[src/rtl/rptr_handler_fwft.sv]
// Read-side pointer and flag handler for a dual-clock FIFO, read clock domain.
// Tracks binary/Gray read pointers, derives flags and presents data first-word-fall-through.
module rptr_handler_fwft #(
    parameter int PTR_WIDTH  = 3,
    parameter int DATA_WIDTH = 32,
    parameter int AE_THRESH  = 1
) (
    input  logic                  rd_clk,
    input  logic                  rd_rst,
    input  logic [PTR_WIDTH:0]    g_wptr_sync_i,
    input  logic [DATA_WIDTH-1:0] mem_rd_data_i,
    output logic                  mem_rd_en_o,
    output logic [PTR_WIDTH-1:0]  mem_rd_addr_o,
    output logic [PTR_WIDTH:0]    b_rptr_o,
    output logic [PTR_WIDTH:0]    g_rptr_o,
    output logic                  empty_o,
    output logic                  almost_empty_o,
    output logic [PTR_WIDTH:0]    rd_level_o,
    output logic [DATA_WIDTH-1:0] dout_o,
    output logic                  dout_valid_o,
    input  logic                  dout_ready_i
);

    typedef logic [PTR_WIDTH:0]    ptr_t;
    typedef logic [DATA_WIDTH-1:0] word_t;

    localparam ptr_t AE_LIMIT = ptr_t'(AE_THRESH);

    function automatic ptr_t bin_to_gray(input ptr_t b);
        return (b >> 1) ^ b;
    endfunction

    function automatic ptr_t gray_to_bin(input ptr_t g);
        ptr_t b;
        b[PTR_WIDTH] = g[PTR_WIDTH];
        for (int i = PTR_WIDTH - 1; i >= 0; i--) begin
            b[i] = b[i+1] ^ g[i];
        end
        return b;
    endfunction

    // Pointer and flag state
    ptr_t  b_rptr_q, b_rptr_d;
    ptr_t  g_rptr_q, g_rptr_d;
    logic  empty_q, empty_d;
    logic  ae_q, ae_d;
    ptr_t  level_q, level_d;

    // Read pipeline and 2-entry output buffer
    logic       inflight_q, inflight_d;
    logic [1:0] buf_cnt_q, buf_cnt_d;
    word_t      head_q, head_d;
    word_t      skid_q, skid_d;

    logic       pop;
    logic       fetch;
    logic       capture;
    logic [1:0] occupancy;
    ptr_t       w_bin;

    always_comb begin
        // NOTE: every always_comb output gets a default first so no path can infer a latch.
        pop       = 1'b0;
        fetch     = 1'b0;
        capture   = 1'b0;
        occupancy = 2'd0;
        w_bin     = '0;
        b_rptr_d  = b_rptr_q;
        g_rptr_d  = g_rptr_q;
        empty_d   = empty_q;
        ae_d      = ae_q;
        level_d   = level_q;
        inflight_d = 1'b0;

        pop     = (buf_cnt_q != 2'd0) && dout_ready_i;
        capture = inflight_q;

        // Credit: words held plus the one in flight, less the one leaving now, must stay below 2.
        occupancy = buf_cnt_q + {1'b0, inflight_q} - {1'b0, pop};
        fetch     = !empty_q && (occupancy < 2'd2);

        b_rptr_d   = b_rptr_q + ptr_t'(fetch);
        g_rptr_d   = bin_to_gray(b_rptr_d);
        inflight_d = fetch;

        // A stale write pointer only lowers the level, so no unwritten word is ever fetched.
        w_bin   = gray_to_bin(g_wptr_sync_i);
        level_d = w_bin - b_rptr_d;
        empty_d = (g_rptr_d == g_wptr_sync_i);
        ae_d    = (level_d <= AE_LIMIT);
    end

    always_comb begin
        head_d    = head_q;
        skid_d    = skid_q;
        buf_cnt_d = buf_cnt_q + {1'b0, capture} - {1'b0, pop};

        case (buf_cnt_q)
            2'd0: begin
                if (capture) head_d = mem_rd_data_i;
            end
            2'd1: begin
                if (capture) begin
                    if (pop) head_d = mem_rd_data_i;
                    else     skid_d = mem_rd_data_i;
                end
            end
            default: begin
                // Full: a capture only arrives here together with a pop.
                if (pop)     head_d = skid_q;
                if (capture) skid_d = mem_rd_data_i;
            end
        endcase
    end

    always_ff @(posedge rd_clk) begin
        // NOTE: sequential state uses non-blocking assignments only, so every flop samples pre-edge values.
        if (rd_rst) begin
            b_rptr_q   <= '0;
            g_rptr_q   <= '0;
            empty_q    <= 1'b1;
            ae_q       <= 1'b1;
            level_q    <= '0;
            inflight_q <= 1'b0;
            buf_cnt_q  <= 2'd0;
            // NOTE: data registers are reset too because dout_o must read zero out of reset.
            head_q     <= '0;
            skid_q     <= '0;
        end else begin
            b_rptr_q   <= b_rptr_d;
            g_rptr_q   <= g_rptr_d;
            empty_q    <= empty_d;
            ae_q       <= ae_d;
            level_q    <= level_d;
            inflight_q <= inflight_d;
            buf_cnt_q  <= buf_cnt_d;
            head_q     <= head_d;
            skid_q     <= skid_d;
        end
    end

    assign mem_rd_en_o    = fetch;
    assign mem_rd_addr_o  = b_rptr_q[PTR_WIDTH-1:0];
    assign b_rptr_o       = b_rptr_q;
    assign g_rptr_o       = g_rptr_q;
    assign empty_o        = empty_q;
    assign almost_empty_o = ae_q;
    assign rd_level_o     = level_q;
    assign dout_o         = head_q;
    assign dout_valid_o   = (buf_cnt_q != 2'd0);

endmodule

[config.mk]
export PLATFORM = sky130hd
export DESIGN_NAME = rptr_handler_fwft
export DESIGN_NICKNAME = d
export VERILOG_FILES = /design/src/rtl/rptr_handler_fwft.sv
export SDC_FILE = /design/constraint.sdc
export NUM_CORES = 1
export LEC_CHECK = 0
export CORE_MARGIN = 4
export CORE_UTILIZATION = 55
export CTS_CLUSTER_SIZE = 30
export DETAILED_ROUTE_END_ITERATION = 7
export DONT_BUFFER_PORTS = 1
export HOLD_SLACK_MARGIN = 0.08
export PLACE_DENSITY = 0.76
export SLEW_MARGIN = 10
export SYNTH_ARGS = -nofsm -noshare
export SYNTH_HDL_FRONTEND = slang
export SYNTH_SLANG_ARGS = --single-unit
[constraint.sdc]
create_clock -name rd_clk -period 6.1 [get_ports rd_clk]
set_input_delay 1.22 -clock rd_clk [delete_from_list [all_inputs] [get_ports rd_clk]]
set_output_delay 1.22 -clock rd_clk [all_outputs]
set_load 0.02 [all_outputs]
* Word level (Yosys, flattened, before mapping)
Index checks and enable logic that the tools add are counted.
** Storage, ports and cells
- Bits in registers :: 81
- Bits in latches :: 0
- Bits in writable memories :: 0
- Bits in read-only memories :: 0
- Word-level logic and storage cells :: 42
- Memories kept :: 0
** Cells by class
- Add/sub/neg operators :: 4
- Multipliers :: 0
- Div/mod/pow operators :: 0
- Order comparisons :: 2
- Eq/ne operators :: 6
- Shifts and indexed selects :: 0
- Multiplexer cells :: 8
- Bitwise logic cells :: 5
- Reductions and logical operators :: 8
** Operators with widths (number)
- 32-bit 2-to-1 mux :: 6
- 32-bit one-hot mux with 2 select lines :: 2
- 2-bit inequality test (second input constant) :: 4
- 4-bit by 1-bit adder with 4-bit output :: 1
- 4-bit == test :: 1
- 4-bit by 1-bit <= comparator with 1-bit output (second input constant) :: 1
- 4-bit AND reduction :: 1
- 2-bit nonzero test :: 2
- 4-bit subtractor :: 1
- 3-bit by 4-bit bitwise XOR with 4-bit output :: 1
- 3-bit AND reduction :: 1
- 1-bit bitwise XOR :: 3
- 2-bit by 1-bit adder with 2-bit output :: 1
- 2-bit by 1-bit == test with 1-bit output (second input constant) :: 1
- 1-bit logical AND :: 2
- 2-bit logical NOT :: 1
- 2-bit less-than comparator (second input constant) :: 1
- 2-bit by 1-bit subtractor with 2-bit output :: 1
- 1-bit logical NOT :: 1
- 1-bit NOT :: 1

* Logic depth before layout (Yosys ltp)
Gate-level depths: netlist of run 1.
- Word-level depth :: 8
- Depth in mapped cells :: 14
- Mapped depth without buffers :: 14

* Worst setup path before layout of run 1
Ideal clock, no wire load.
- Path type :: input to register
- Start point :: input dout_ready_i
- End point :: register level_q[3] (netlist: rd_level_o[3])
- Library setup time :: 0.115 ns
- Data arrival time :: 3.631 ns
- Path slack :: 2.355 ns
- Stages on the path :: 13
- Buffers on the path :: 0
- Path through :: nand2_1 -> xnor2_1 -> ha_1 -> xnor2_1 -> nor2_1 -> ha_1 -> ha_1 -> xnor2_1 -> ha_1 -> a21bo_2 -> o221ai_2 -> xor2_1 -> and2_1
** On the way
- Cells in the longest elaborated chain, start to end :: 6
** RTL lines
- start: declaration :: RTL line 21 : input logic dout_ready_i
- 1-bit logical AND :: RTL line 75 : pop = (buf_cnt_q != 2'd0) && dout_ready_i;
- 2-bit by 1-bit subtractor with 2-bit output :: RTL line 79 : occupancy = buf_cnt_q + {1'b0, inflight_q} - {1'b0, pop};
- 2-bit less-than comparator :: RTL line 80 : fetch = !empty_q && (occupancy < 2'd2);
- 1-bit logical AND :: RTL line 80
- via mem_rd_en_o :: RTL line 12 : output logic mem_rd_en_o,
- 4-bit by 1-bit adder with 4-bit output :: RTL line 82 : b_rptr_d = b_rptr_q + ptr_t'(fetch);
- 4-bit subtractor :: RTL line 88 : level_d = w_bin - b_rptr_d;
- end signal: assignment :: RTL line 134 : level_q <= level_d;
- end: declaration :: RTL line 47 : ptr_t level_q, level_d;
The timed path passes the listed nets, and every way through them passes these cells.
A chain may end at the register's enable or synchronous reset.

* Worst setup path in the final report of run 1
- Start point :: input dout_ready_i
- End point :: register ae_q (netlist: almost_empty_o)
** On the way
- Cells in the longest elaborated chain, start to end :: 7
** RTL lines
- 1-bit logical AND :: RTL line 75
- 2-bit by 1-bit subtractor with 2-bit output :: RTL line 79
- 2-bit less-than comparator :: RTL line 80
- 1-bit logical AND :: RTL line 80
- via mem_rd_en_o :: RTL line 12
- 4-bit by 1-bit adder with 4-bit output :: RTL line 82
- 4-bit subtractor :: RTL line 88
- 4-bit by 1-bit <= comparator with 1-bit output :: RTL line 90 : ae_d = (level_d <= AE_LIMIT);
- end signal: assignment :: RTL line 122 : ae_q <= 1'b1;
- end signal: assignment :: RTL line 133 : ae_q <= ae_d;
- end: declaration :: RTL line 46 : logic ae_q, ae_d;
The timed path passes the listed nets, and every way through them passes these cells.

==> run_results.csv, run 1 <==
group,metric,value,unit
run_status,status,"finished, final reports clean",
power_and_ir_drop,power.leakage,1.244,nW
cells_and_area,syn2layout_area_growth,6.236,%
detailed_routing,wl_per_cell,15.33,microns
worst_setup_path,critical_path.endpoint_type,"register",
detailed_routing,ant_nets,0,
global_route,antenna_found_initial,0,
placed_design,pre_cts_ws,2.029,ns
worst_setup_path,max_stage_delay,0.41,ns
worst_setup_path,arrival,3.96,ns
cells_and_area,nets,396,
placed_design,dpl_cell_area,3324,sq um
yosys,muxShareOfSynthArea,0.09858,
cells_and_area,antenna_cells,0,
detailed_routing,avgViaCountPerCell,5.469,
timing,rsz0062_at_grt,"no",
yosys,synth-edff-count,0,
detailed_routing,drtIter0Drc,83,
yosys,synth_top_family_by_area,"compound AO/OA/AOI/OAI gates",
yosys,ys_top_cells_by_area,"dfxtp_1 (48%), mux2i_1 (9.9%), nand2_1 (7.5%), a211oi_1 (7.2%), a21oi_1 (5.1%)",
global_route,grt_max_degree,78,
yosys,synth.most_common_cell,"dfxtp_1",
worst_setup_path,startpoint_type,"input pin",
timing,drv_slew,0,
yosys,synth_ff_type,"dfxtp_1",
timing,setup_violations,0,
yosys,ys_types,33,
timing,setup-tns-final,0,ns
yosys,synthAdderAreaFrac,0.02240,
worst_setup_path,cpMaxStageDelayCell,"xnor2_1",
floorplan,die_area,7405,sq um
worst_setup_path,crit_family,"adder cells",
clock_network,clockBufferDepth,2,
placed_design,place_hpwl,4364,microns
worst_setup_path,worst-path-buf-inv,0,
yosys,ys_warn_count,0,
power_and_ir_drop,total_power,1.797,mW
clock_network,clkSlewWorstSetupHoldPaths,0.08,ns
clock_network,clockRootBuffer,"clkbuf_8",
timing,hold_viol_final,0,
worst_setup_path,crit_top_cell,"ha_1",
cells_and_area,fin_cells,431,
yosys,async_reset_ff_frac,0,
yosys,ys_ff_latch,80,
min_path,hp-class,"register to register",
timing,relSlewSlack,0.2170,
detailed_routing,drc,0,
detailed_routing,wl,6609,microns
placed_design,port_buffers,0,
yosys,synth_top_cell_area_share,0.4780,
floorplan,start_util,0.5659,
clock_network,tritoncts,"built",
timing,worst_pin_slew,1.174,ns
floorplan,dieWidth,86.05,microns
floorplan,io_pins,90,
yosys,netlist_area,3351,sq um
placed_design,place_congestion,0.7557,
timing,min_period_over_period,0.6063,
yosys,synthXorXnorAreaFrac,0.05452,
floorplan,rows,28,
global_route,grt_overflow,0,
power_and_ir_drop,power_density,504.9,nW/um^2
floorplan,die_h,86.05,microns
timing,fin_ws,2.402,ns
yosys,synth_fp_nets,412,
yosys,syn-instance-count,367,
yosys,synth-simple-area-share,0.1490,
placed_design,placed_cells,415,
timing,finalClockSkew,0.006355,ns
run,maxCapViolCount,0,
power_and_ir_drop,ir_drop,0.0003015,V
clock_network,clock_sinks,80,
timing,min_period,3.698,ns
global_route,grt_pass1_wl,10990,microns
yosys,yosysTopAreaCell,"dfxtp_1",
clock_network,cts_setup_buffers,0,
yosys,synth_common_cells,"dfxtp_1 (80), nand2_1 (67), nor2_1 (39), a21oi_1 (34), mux2i_1 (33)",
cells_and_area,final_area,3560,sq um
floorplan,coreArea,5921,sq um
global_route,grtUsageTotal,0.1897,
timing,fmax,270.4,MHz
detailed_routing,vias,2357,
worst_setup_path,path_cells,"nand2_1, xnor2_1, ha_1, xnor2_1, nor2_1, ha_1, ha_1, xnor2_1, ha_1, a21bo_2, o221ai_2, xor2_1, o31ai_1",
worst_setup_path,required,6.36,ns
yosys,synth_compound_area_frac,0.1490,
clock_network,clock_latency,0.35,ns
clock_network,htreeDepth,3,
global_route,grt_pass1_vias,2241,
clock_network,cts_resized,0,
clock_network,holdBufCountCts,0,
worst_setup_path,crit_fanout,5,
yosys,avgSynthCellArea,9.130,sq um
detailed_routing,drt_pass1_iterations,4,
clock_network,cts_buffers,9,
worst_setup_path,worstSetupPathType,"input pin to register",
cells_and_area,drive_above_1_share,0.08146,
yosys,seq_area_frac_synth,0.4780,
## path summary, 6_finish.rpt
kind              cells past startpoint                         to                    start  slack (ns)
hold reg to reg                       2     skid_q[6]$_SDFFE_PP0P_   skid_q[6]$_SDFFE_PP0P_        0.45
setup / recovery                     13  almost_empty_o$_SDFF_PP1_             dout_ready_i        2.40
setup reg to reg                     14  almost_empty_o$_SDFF_PP1_  buf_cnt_q[0]$_SDFF_PP0_        2.50
hold / removal                        2     skid_q[6]$_SDFFE_PP0P_   skid_q[6]$_SDFFE_PP0P_        0.45
## kinds of logic (layout without fill, tap and decap cells)
group | count (synthesis) | count (layout)
and+or+nand+nor | 122 | 122
DFF | 80 | 80
AOI/OAI and AO/OA | 75 | 75
buffers and inverters | 34 | 23
muxes | 33 | 33
xor gates and xnor gates | 17 | 17
adders and majority gates | 6 | 6
## state kept, by name, indices dropped and copies added, names as in the netlist
name	cells
almost_empty_o	1
b_rptr_o	4
buf_cnt_q	2
capture	1
dout_o	32
empty_o	1
g_rptr_o	3
rd_level_o	4
skid_q	32
## stage by stage
step,hold slack (ns),util
final,0.4483,0.6012
after global routing,0.4676,0.6012
after CTS,0.4512,0.6012
after detailed placement,0.4403,0.5615
after global placement,0.4344,0.5615
after floorplan,0.4360,-
## worst reg2reg max path: stages (launching register included)
cell and delay, ns:
dfxtp_1 0.37, or2_1 0.34, nand2_1 0.11, xnor2_1 0.13
ha_1 0.19, xnor2_1 0.24, nor2_1 0.19, ha_1 0.27
ha_1 0.22, xnor2_1 0.41, ha_1 0.35, a21bo_2 0.22
o221ai_2 0.10, xor2_1 0.17, o31ai_1 0.20
## layer usage
metal | track usage | part of all wire | wire (microns) | vias to the layer above
met4 | 0.07050 | 0.015 | 100 | 0
met3 | 0.08838 | 0.078 | 514 | 12
met5 | 0 | 0 | 0 | -
met2 | 0.2950 | 0.47 | 3113 | 60
met1 | 0.2289 | 0.44 | 2880 | 1073
li1 | - | - | - | 1212
## cell usage in the layout (no fill, tap or decap), types with 2 or more instances in the layout
cell type   n
a211oi_1   32
a21oi_1    34
and2_1      3
buf_4       3
bufinv_16   3
clkbuf_8    9
clkinv_2    2
dfxtp_1    79
ha_1        6
inv_1       4
mux2i_1    33
nand2_1    67
nand2b_1    2
nor2_1     39
nor2b_1     5
or2_2       2
xnor2_1     5
xor2_1     10
## cell type report
cell class / count / area [sq um]
Sequential cell: 80 / 1603
Clock buffer: 10 / 127.6
Multi-Input combinational cell: 253 / 1590
Timing Repair Buffer: 3 / 22.52
Inverter: 4 / 15.01
Fill cell: 529 / 2361
Tap cell: 75 / 93.84
Clock inverter: 6 / 107.6
## where the power goes
part	total, mW	leakage, nW	switching [mW]	internal (mW)
logic	0.478	0.473	0.273	0.205
clock network	0.459	0.116	0.188	0.271
registers	0.860	0.655	0.212	0.649
No activity file was read; power rests on OpenSTA's default activity.
==> inputs of run 2 (changes only) <==
clock period = 3.61 ns   (was 6.1 ns; I/O delays follow)
==> run_results.csv, run 2 (synthesis gave the netlist of run 1 again) <==
group,metric,value,unit
worst_setup_path,arrival,3.53,ns
global_route,antenna_found_initial,0,
cells_and_area,antenna_cells,0,
clock_network,cts_resized,0,
global_route,grt_pass1_vias,2288,
placed_design,placed_cells,418,
floorplan,die_area,7405,sq um
worst_setup_path,worstSetupPathType,"register to register",
timing,relSlewSlack,0.5067,
cells_and_area,mostFrequentLayoutCells,"dfxtp_1 (79), nand2_1 (67), nor2_1 (39)",
power_and_ir_drop,ir_drop,0.0004659,V
floorplan,dieWidth,86.05,microns
run,maxCapViolCount,0,
min_path,hp-class,"input pin to register",
global_route,grtUsageTotal,0.1848,
detailed_routing,drtIter0Drc,129,
floorplan,die_h,86.05,microns
detailed_routing,top_layer,"met4",
worst_setup_path,path_cells,"or2_1, nand2_1, xnor2_1, ha_1, xnor2_1, nor2_1, ha_1, ha_1, xnor2_1, ha_1, a21bo_2, o221ai_2, xor2_1, and2_1",
worst_setup_path,critical_path.endpoint_type,"register",
worst_setup_path,crit_top_cell,"ha_1",
floorplan,start_util,0.5659,
clock_network,clock_latency,0.34,ns
clock_network,clock_sinks,80,
placed_design,place_hpwl,4511,microns
global_route,grt_pass1_wl,10780,microns
clock_network,holdBufCountCts,0,
placed_design,port_buffers,0,
cells_and_area,syn2layout_area_growth,6.497,%
detailed_routing,ant_nets,0,
detailed_routing,avgViaCountPerCell,5.431,
worst_setup_path,startpoint_type,"register",
cells_and_area,fin_cells,434,
detailed_routing,wl_per_cell,15.18,microns
timing,finalClockSkew,0.01131,ns
timing,rsz0062_at_grt,"no",
clock_network,clockBufferDepth,2,
worst_setup_path,required,3.90,ns
timing,hold_viol_final,0,
power_and_ir_drop,power_density,839.3,nW/um^2
floorplan,coreArea,5921,sq um
timing,min_period,3.244,ns
global_route,grt_overflow,0,
run_status,status,"finished, final reports clean",
clock_network,clkSlewWorstSetupHoldPaths,0.08,ns
detailed_routing,met2_length,3179,microns
timing,worst_pin_slew,0.7399,ns
floorplan,rows,28,
cells_and_area,layout_commonest_cell,"dfxtp_1",
worst_setup_path,max_stage_delay,0.37,ns
timing,setup-tns-final,0,ns
detailed_routing,vias,2357,
worst_setup_path,cpMaxStageDelayCell,"dfxtp_1",
clock_network,tritoncts,"built",
worst_setup_path,crit_fanout,4,
cells_and_area,fill_cells,520,
cells_and_area,nets,399,
timing,fmax,308.2,MHz
detailed_routing,wl,6586,microns
placed_design,place_congestion,0.7441,
detailed_routing,drt_pass1_iterations,4,
timing,setup_violations,0,
global_route,grt_max_degree,78,
clock_network,htreeDepth,3,
power_and_ir_drop,power.leakage,1.249,nW
detailed_routing,drc,0,
detailed_routing,m1WireLength,2805,microns
clock_network,cts_buffers,9,
cells_and_area,drive_above_1_share,0.08635,
timing,min_period_over_period,0.8987,
detailed_routing,wl_met3,493,microns
timing,drv_slew,0,
clock_network,clockRootBuffer,"clkbuf_8",
clock_network,cts_setup_buffers,0,
floorplan,io_pins,90,
[run 2: changes by cell type in the layout (fill, tap and decap cells not counted), sizes merged]
cell and delta:
bufinv -1, buf +3, clkinv -2, clkbuf +2, inv +1
[run 2: final cells by class]
type,count,area [sq um],area share
well taps,75,93.84,0.02630
flip-flops and latches,80,1603,0.4492
inverters,4,15.01,0.004208
clock buffers,12,145.1,0.04067
multi-input cells,253,1590,0.4457
clock inverters,4,76.32,0.02139
repair buffers,6,45.04,0.01262
[run 2: metrics by stage]
stage,hold WS (ns),total power [mW],worst slack [ns],cell area (sq um),utilization
after floorplan,0.4360,2.175,0.3626,3351,-
after global placement,0.4344,2.283,0.4763,3347,0.5653
after detailed placement,0.4419,2.311,0.3636,3347,0.5653
after CTS,0.4264,3.030,0.3588,3568,0.6027
after global routing,0.4149,3.197,0.1493,3568,0.6027
final,0.4473,2.995,0.3658,3568,0.6027
[run 2: critical path, delay by kind of cell (launching register included)]
kind	cells	cell delay (ns)
fa+ha+maj	4	1.01
xor+xnor	4	0.74
simple gates	4	0.70
compound gates	2	0.39
flops	1	0.37
[run 2: path summary, 6_finish.rpt]
check | cells past startpoint | endpoint | slack [ns] | startpoint
worst max-delay path | 14 | rd_level_o[3]$_SDFF_PP0_ | 0.37 | buf_cnt_q[0]$_SDFF_PP0_
worst min-delay path | 1 | skid_q[15]$_SDFFE_PP0P_ | 0.45 | rd_rst
worst max register to register | 14 | rd_level_o[3]$_SDFF_PP0_ | 0.37 | buf_cnt_q[0]$_SDFF_PP0_
worst min register to register | 2 | skid_q[13]$_SDFFE_PP0P_ | 0.45 | skid_q[13]$_SDFFE_PP0P_
[run 2: where the power goes]
group	total, mW	switching (mW)	internal (mW)
sequential	1.46	0.362	1.10
combinational	0.816	0.462	0.354
clock	0.720	0.309	0.412
[run 2: per-layer routing]
layer | up-vias | global-route usage
met1 | 1070 | 0.2166
met4 | 0 | 0.08058
met5 | - | 0
li1 | 1221 | -
met3 | 9 | 0.07397
met2 | 57 | 0.2978
==> inputs of run 3 (changes only) <==
CTS_BUF_LIST = sky130_fd_sc_hd__clkbuf_4   (was not set)
==> run_results.csv, run 3 (synthesis gave the netlist of run 1 again) <==
group,metric,value,unit
floorplan,die_area,7405,sq um
timing,fin_ws,0.3521,ns
power_and_ir_drop,internal_power,1.747,mW
global_route,grt_overflow,0,
global_route,grt_pass1_wl,10810,microns
worst_setup_path,critical_path.endpoint_type,"register",
placed_design,port_buffers,0,
power_and_ir_drop,power.switching,1.119,mW
timing,finalClockSkew,0.01569,ns
floorplan,start_util,0.5659,
global_route,antenna_found_initial,0,
detailed_routing,avgViaCountPerCell,5.447,
clock_network,htreeDepth,3,
timing,rsz0062_at_grt,"no",
clock_network,clockBufferDepth,2,
placed_design,dpl_cell_area,3347,sq um
power_and_ir_drop,seqPwrFrac,0.508,
power_and_ir_drop,total_power,2.867,mW
worst_setup_path,startpoint_type,"register",
floorplan,die_h,86.05,microns
cells_and_area,fin_cells,434,
power_and_ir_drop,power_density,816.8,nW/um^2
power_and_ir_drop,power.leakage,1.227,nW
power_and_ir_drop,ir_drop,0.0004479,V
clock_network,clkSlewWorstSetupHoldPaths,0.12,ns
detailed_routing,wl_per_cell,15.20,microns
placed_design,pre_cts_ws,0.3636,ns
clock_network,cts_resized,0,
worst_setup_path,crit_fanout,4,
global_route,grt_pass1_vias,2288,
timing,fmax,306.9,MHz
placed_design,place_congestion,0.7441,
timing,min_period,3.258,ns
cells_and_area,syn2layout_area_growth,4.742,%
clock_network,holdBufCountCts,0,
cells_and_area,mostFrequentLayoutCells,"dfxtp_1 (79), nand2_1 (67), nor2_1 (39)",
timing,hold_viol_final,0,
worst_setup_path,worstSetupPathType,"register to register",
min_path,hp-class,"input pin to register",
clock_network,tritoncts,"built",
floorplan,dieWidth,86.05,microns
clock_network,cts_buffers,9,
cells_and_area,final_area,3510,sq um
detailed_routing,drc,0,
worst_setup_path,r2r_slack,0.35,ns
timing,worst_pin_slew,0.7399,ns
timing,min_period_over_period,0.9025,
worst_setup_path,crit_top_cell,"ha_1",
cells_and_area,utilization,0.5928,
clock_network,clock_sinks,80,
timing,hold-worst-slack,0.3674,ns
cells_and_area,layout_commonest_cell,"dfxtp_1",
timing,drv_slew,0,
worst_setup_path,max_stage_delay,0.38,ns
worst_setup_path,arrival,3.62,ns
timing,setup-tns-final,0,ns
detailed_routing,drt_pass1_iterations,4,
global_route,grtUsageTotal,0.1848,
cells_and_area,drive_above_1_share,0.08914,
cells_and_area,fill_cells,530,
worst_setup_path,required,3.97,ns
clock_network,clock_latency,0.41,ns
worst_setup_path,path_cells,"or2_1, nand2_1, xnor2_1, ha_1, xnor2_1, nor2_1, ha_1, ha_1, xnor2_1, ha_1, a21bo_2, o221ai_2, xor2_1, and2_1",
power_and_ir_drop,comb_power_share,0.285,
placed_design,placed_cells,418,
cells_and_area,antenna_cells,0,
detailed_routing,drtIter0Drc,80,
timing,relSlewSlack,0.5067,
placed_design,place_hpwl,4511,microns
worst_setup_path,cpMaxStageDelayCell,"dfxtp_1",
run_status,status,"finished, final reports clean",
detailed_routing,ant_nets,0,
power_and_ir_drop,netSwitchingFraction,0.3905,
global_route,grt_max_degree,78,
floorplan,rows,28,
clock_network,clockRootBuffer,"clkbuf_4",
floorplan,io_pins,90,
run,maxCapViolCount,0,
timing,setup_violations,0,
cells_and_area,nets,399,
detailed_routing,wl,6597,microns
floorplan,coreArea,5921,sq um
clock_network,cts_setup_buffers,0,
power_and_ir_drop,p_clk_frac,0.207,
detailed_routing,vias,2364,
## run 3: cell types whose count changed in the layout (fill, tap and decap cells not counted)
cell / change
clkbuf_4: +11
clkbuf_1: -2
clkinv_1: +1
clkbuf_8: -10
## run 3: metal layers
metal  track usage  part of all wire  vias up
met5             0                 0        -
met4       0.08058             0.020        0
met3       0.06820             0.079       13
met2        0.3013              0.49       62
met1        0.2172              0.41     1071
li1              -                 -     1218
## run 3: worst max-delay path, delay by kind of cell, from the launching register on
kind / cells / cell delay (ns)
AO/OA/AOI/OAI: 2 / 0.39
XOR/XNOR: 4 / 0.74
adder cells (fa/ha/maj): 4 / 1.02
flip-flops: 1 / 0.38
AND/OR/NAND/NOR: 4 / 0.70
## run 3: path summary, 6_finish.rpt
path,from,endpoint,cells past startpoint
max reg2reg,buf_cnt_q[0]$_SDFF_PP0_,rd_level_o[3]$_SDFF_PP0_,14
max,buf_cnt_q[0]$_SDFF_PP0_,rd_level_o[3]$_SDFF_PP0_,14
min,rd_rst,skid_q[19]$_SDFFE_PP0P_,1
min reg2reg,skid_q[13]$_SDFFE_PP0P_,skid_q[13]$_SDFFE_PP0P_,2
## run 3: power groups by stage
stage               sequential, mW  clock [mW]  combinational, mW
global placement              1.48           0              0.806
floorplan                     1.42           0              0.753
detailed placement            1.49           0              0.824
finish                        1.46       0.594              0.816
CTS                           1.47       0.604              0.829
global route                  1.48       0.649              0.938
## run 3: area by class of cell
cell class	count	area, sq um	share of cell area
clock buffer	11	82.58	0.02353
clock inverter	5	80.08	0.02282
inverter	4	15.01	0.004278
multi-input combinational	253	1590	0.4531
sequential	80	1603	0.4567
tap	75	93.84	0.02674
timing repair buffer	6	45.04	0.01283
